## config.mk

```make
export PLATFORM = sky130hd
export DESIGN_NAME = fifo_stream_serializer
export DESIGN_NICKNAME = d
export VERILOG_FILES = /design/src/rtl/fifo_stream_serializer.sv
export SDC_FILE = /design/constraint.sdc
export NUM_CORES = 1
export LEC_CHECK = 0
export CAP_MARGIN = 15
export CORE_AREA = 2 2 39 41
export DETAILED_ROUTE_END_ITERATION = 8
export DIE_AREA = 0 0 41 43
export PLACE_DENSITY = 0.69
export SLEW_MARGIN = 20
export SYNTH_ARGS = -nofsm -noshare
export SYNTH_HDL_FRONTEND = slang
export SYNTH_SLANG_ARGS = --single-unit
```

## constraint.sdc

```tcl
create_clock -name clk -period 1.18 [get_ports clk]
set_clock_uncertainty 0.05 [all_clocks]
set_input_delay 0.177 -clock clk [delete_from_list [all_inputs] [get_ports clk]]
set_output_delay 0.177 -clock clk [all_outputs]
set_load 0.01 [all_outputs]
```

## src/rtl/fifo_stream_serializer.sv

```systemverilog
// fifo_stream_serializer
//
// Pops WIDTH-bit words from a synchronous FIFO (registered data_out and
// registered empty flag) and emits each one as R = WIDTH/OUT_WIDTH chunks of
// OUT_WIDTH bits on a valid/ready stream. m_last marks the final chunk of
// each word. WIDTH must be an integer multiple of OUT_WIDTH.
//
// The FIFO's one-cycle read latency is absorbed by a WAIT state. No read is
// issued while another read is in flight, so fifo_empty has always caught up
// with the previous pop by the time it is sampled.
//
// Optional build macro:
//   SERIALIZER_PREFETCH_EN - when defined, the last-chunk handshake issues the
//   next FIFO read in the same cycle if the FIFO is non-empty. This removes one
//   bubble between words: R+1 cycles per word instead of R+2.
//
// Parameters:
//   WIDTH      FIFO word width
//   OUT_WIDTH  output chunk width
//   MSB_FIRST  1: chunk 0 is the most-significant slice; 0: least-significant
//
// Ports:
//   clk         clock, rising edge
//   rst         synchronous reset, active-high
//   fifo_empty  FIFO empty flag
//   fifo_data   FIFO data_out, valid the cycle after an accepted read
//   fifo_rd     FIFO read strobe
//   m_valid     chunk valid
//   m_ready     downstream accepts chunk
//   m_data      chunk payload
//   m_last      high with the final chunk of a word
//   busy        high whenever the serializer is not idle
module fifo_stream_serializer #(
  parameter int WIDTH     = 8,
  parameter int OUT_WIDTH = 4,
  parameter bit MSB_FIRST = 1'b1
) (
  input  logic                 clk,
  input  logic                 rst,
  input  logic                 fifo_empty,
  input  logic [WIDTH-1:0]     fifo_data,
  output logic                 fifo_rd,
  output logic                 m_valid,
  input  logic                 m_ready,
  output logic [OUT_WIDTH-1:0] m_data,
  output logic                 m_last,
  output logic                 busy
);

  localparam int R  = WIDTH / OUT_WIDTH;
  localparam int CW = (R > 1) ? $clog2(R) : 1;
  localparam logic [CW-1:0] LAST_IDX = CW'(R - 1);

  typedef enum logic [1:0] {
    IDLE  = 2'd0,
    WAIT  = 2'd1,
    SHIFT = 2'd2
  } state_t;

  state_t               state_q, state_d;
  logic [CW-1:0]        cnt_q, cnt_d;
  logic [WIDTH-1:0]     word_q, word_d;
  logic [OUT_WIDTH-1:0] chunks [R];
  logic [OUT_WIDTH-1:0] chunk_sel;
  logic                 handshake;
  logic                 at_last;

  // Slice the held word into chunks in emission order, so chunk index k is
  // simply the k-th chunk sent regardless of MSB_FIRST.
  for (genvar g = 0; g < R; g++) begin : g_chunk
    if (MSB_FIRST) begin : g_msb
      assign chunks[g] = word_q[WIDTH-1-g*OUT_WIDTH -: OUT_WIDTH];
    end else begin : g_lsb
      assign chunks[g] = word_q[g*OUT_WIDTH +: OUT_WIDTH];
    end
  end

  // Compare-based mux keeps the select width-safe when R = 1.
  always_comb begin
    chunk_sel = '0;
    for (int k = 0; k < R; k++) begin
      if (cnt_q == CW'(k)) begin
        chunk_sel = chunks[k];
      end
    end
  end

  // Stream outputs depend only on registered state, never on m_ready, so they
  // hold steady through any stall.
  assign m_valid   = (state_q == SHIFT);
  assign at_last   = (cnt_q == LAST_IDX);
  assign handshake = m_valid & m_ready;
  assign m_data    = m_valid ? chunk_sel : '0;
  assign m_last    = m_valid & at_last;
  assign busy      = (state_q != IDLE);

  always_ff @(posedge clk) begin
    if (rst) begin
      state_q <= IDLE;
      cnt_q   <= '0;
      word_q  <= '0;
    end else begin
      state_q <= state_d;
      cnt_q   <= cnt_d;
      word_q  <= word_d;
    end
  end

  always_comb begin
    state_d = state_q;
    cnt_d   = cnt_q;
    word_d  = word_q;
    fifo_rd = 1'b0;

    case (state_q)
      IDLE: begin
        if (!fifo_empty) begin
          fifo_rd = 1'b1;
          state_d = WAIT;
        end
      end

      WAIT: begin
        word_d  = fifo_data;
        cnt_d   = '0;
        state_d = SHIFT;
      end

      SHIFT: begin
        if (handshake) begin
          if (at_last) begin
`ifdef SERIALIZER_PREFETCH_EN
            // The previous read was at least two cycles ago (IDLE/SHIFT ->
            // WAIT -> SHIFT), so fifo_empty is settled and a read is legal.
            if (!fifo_empty) begin
              fifo_rd = 1'b1;
              state_d = WAIT;
            end else begin
              state_d = IDLE;
            end
`else
            state_d = IDLE;
`endif
          end else begin
            cnt_d = cnt_q + CW'(1);
          end
        end
      end

      default: begin
        state_d = IDLE;
      end
    endcase

    // A word popped during reset would be lost, so never read while in reset.
    if (rst) begin
      fifo_rd = 1'b0;
    end
  end

endmodule

```

==> results.sh <==
export IMPL_cts_buffer_depth=2
export IMPL_cts_tree="built"
export IMPL_rsz0062_at_grt="true"
export IMPL_ys_types=16
export IMPL_power_density_nw_per_um2=1047
export IMPL_detail_route_antenna_nets=0
export IMPL_area_delta_synth_final_pct=58.91
export IMPL_syn_nets=74
export IMPL_start_kind="flip-flop"
export IMPL_drive_gt1_share_pct=45.05
export IMPL_syn_instance_count=62
export IMPL_reg2reg_setup_slack_ns=0.10
export IMPL_cpPeakStageDelay_ns=0.36
export IMPL_cp_slowest_cell="dfxtp_4"
export IMPL_antenna_cells=0
export IMPL_ys_ff_latch=11
export IMPL_final_seq_area_um2=226.5
export IMPL_yosysWarnings=0
export IMPL_tightest_slew_ns=0.1510
export IMPL_vias=500
export IMPL_cts_sinks=11
export IMPL_portBuffers=19
export IMPL_crit_fanout=3
export IMPL_grtUsageTotal_pct=16.57
export IMPL_cts_made_buffers=3
export IMPL_yosysSeqAreaShare_pct=43.56
export IMPL_dieArea_um2=1763
export IMPL_hold_violations=0
export IMPL_finalCritPeriodShare_pct=113.9
export IMPL_dp_hpwl_um=808.1
export IMPL_worstPathArrival_ns=1.12
export IMPL_final_cells=107
export IMPL_clk_latency_ns=0.27
export IMPL_async_reset_ff_share_pct=0
export IMPL_critPathCaptureType="primary output"
export IMPL_power_leakage_uw=0.0003157
export IMPL_first_global_vias=463
export IMPL_synth_common_cells="nand2_1, dfxtp_1, a21oi_2"
export IMPL_crit_type="reg -> out"
export IMPL_yosysMostFrequentCell="nand2_1"
export IMPL_placed_cells=101
export IMPL_outcome="finished with violations"
export IMPL_ys_flop_type="dfxtp_1"
export IMPL_initial_utilization_pct=36.53
export IMPL_irDropWorstVdd_v=0.0006868
export IMPL_antenna_found_initial=0
export IMPL_critPathRequiredTime_ns=0.95
export IMPL_drc=0
export IMPL_via_per_inst=4.673
export IMPL_timing_setup_tns_ns=-0.7976
export IMPL_htreeDepth=1
export IMPL_clk_pin_slew_ns=0.06
export IMPL_cap_violations=0
export IMPL_grt_remaining_overflow=0
export IMPL_path_cells="buf_6, mux2i_2, nor2_1, buf_2"
export IMPL_setup_ws_ns=-0.1641
export IMPL_drv_slew=0
export IMPL_place_congestion=0.6820
export IMPL_route_detailed_wl_per_inst_um=10.79
export IMPL_violations="setup timing"
export IMPL_grt_pass1_wl_um=1911
export IMPL_synth_top_area_share_pct=43.56
export IMPL_core_area_um2=1384
export IMPL_max_freq_mhz=744.0
export IMPL_fill_cells=143
export IMPL_syn_avg_cell_area_um2=8.153
export IMPL_grt_max_degree=12
export IMPL_finalCriticalPeriod_ns=1.344
export IMPL_dieWidth_um=41
export IMPL_setup_viol=7
export IMPL_drt_first_iter_violations=0
export IMPL_rows=14
export IMPL_synth_area_leader_cell="dfxtp_1"
export IMPL_io_pins=20
export IMPL_die_h_um=43
export IMPL_synth_edf_count=0
export IMPL_multi_input_area_um2=277.8
export IMPL_nNetsFinal=104
export IMPL_clockRootBuffer="clkbuf_4"
export IMPL_synth_area_leaders="dfxtp_1, a21oi_2, nand2_1, mux2i_1, nor2_1"
export IMPL_drtPass1Iterations=1
export IMPL_slew_headroom_pct=89.73
export IMPL_postCtsHoldBufs=0
export IMPL_wirelength_um=1155
export IMPL_holdCritPathClass="in -> reg"
export IMPL_synth_area_um2=505.5
registers in the layout, summed over array words and instances (netlist names):
signal   cells
at_last      1
chunks       8
state_q      2
critical path, delay by kind of cell (launching register included):
| family | cells | cell delay [ns] |
|---|---|---|
| and+or+nand+nor | 1 | 0.05 |
| muxes | 1 | 0.20 |
| buffers and inverters | 2 | 0.23 |
| DFF | 1 | 0.36 |
layer usage:
metal,vias to the layer above,global-route usage (%),routed length [um]
met1,225,20.98,526
met5,-,0,0
met4,0,12.00,17
li1,259,-,-
met2,14,23.75,557
met3,2,3.141,53
power breakdown:
part           internal (uW)  switching [uW]  leakage, uW  total (uW)
logic                    105            78.1     0.000209         183
clock network            131             122    0.0000150         253
registers                391            14.2    0.0000912         405
total                    627             214     0.000316         841
cells by family (layout without fill, tap and decap cells):
| family | count (synthesis) | count (layout) | share of synthesized area [%] |
|---|---|---|---|
| and+or+nand+nor | 30 | 30 | 25.25 |
| AOI/OAI and AO/OA | 11 | 11 | 16.83 |
| DFF | 11 | 11 | 43.56 |
| buffers and inverters | 6 | 35 | 6.435 |
| muxes | 4 | 4 | 7.921 |
placed cells by master (no fill, tap or decap):
master / netlist / routed
buf_4: 2 / 8
o21ai_0: 1 / 1
nand2_1: 18 / 18
dfxtp_4: 0 / 1
nand2_4: 0 / 1
and2_4: 0 / 1
a21oi_1: 2 / 1
clkbuf_1: 0 / 1
a21oi_2: 8 / 9
nand2b_2: 0 / 1
clkbuf_4: 0 / 3
or2_4: 0 / 1
buf_2: 2 / 6
mux2i_2: 0 / 1
buf_6: 0 / 4
dfxtp_2: 0 / 2
clkdlybuf4s50_1: 0 / 11
nor3_2: 0 / 1
nor3_1: 2 / 1
mux2i_1: 4 / 3
dfxtp_1: 11 / 8
nor2b_1: 1 / 1
inv_2: 0 / 2
nor2_1: 5 / 5
through the flow:
step | power (uW) | worst slack, ns | instance area, um2 | hold slack (ns) | utilization, %
after floorplan | 490.9 | 0.03833 | 505.5 | 0.2038 | -
after global placement | 575.2 | -0.3794 | 750.7 | 0.4047 | 54.25
after detailed placement | 577.3 | -0.4125 | 750.7 | 0.4074 | 54.25
after CTS | 850.5 | -0.1677 | 783.3 | 0.4015 | 56.60
after global routing | 890.9 | -0.2169 | 803.3 | 0.4250 | 58.05
final | 841.2 | -0.1641 | 803.3 | 0.4082 | 58.05
timing repair:
item / CTS / global route
gates resized for setup: 42 / 7
pin swaps: 2 / 3
gates cloned: 0 / 0
endpoints found under the setup margin: 8 / 17
setup buffers: 3 / 0
layout make-up:
cell class                 count  area share, %
multi-input combinational     45          34.58
sequential                    11          28.19
clock buffer                   4          3.271
timing repair buffer          29          30.53
inverter                       2         0.9346
tap                           16          2.492
path summary, 6_finish.rpt:
check	to	depth (start not counted)	startpoint
worst max-delay path	m_data[3]	4	at_last
worst min-delay path	chunks[6]	3	fifo_data[6]
worst max register to register	state_q[1]	7	state_q[0]
worst min register to register	chunks[0]	2	chunks[0]
Power figures use the tool's default switching activity.
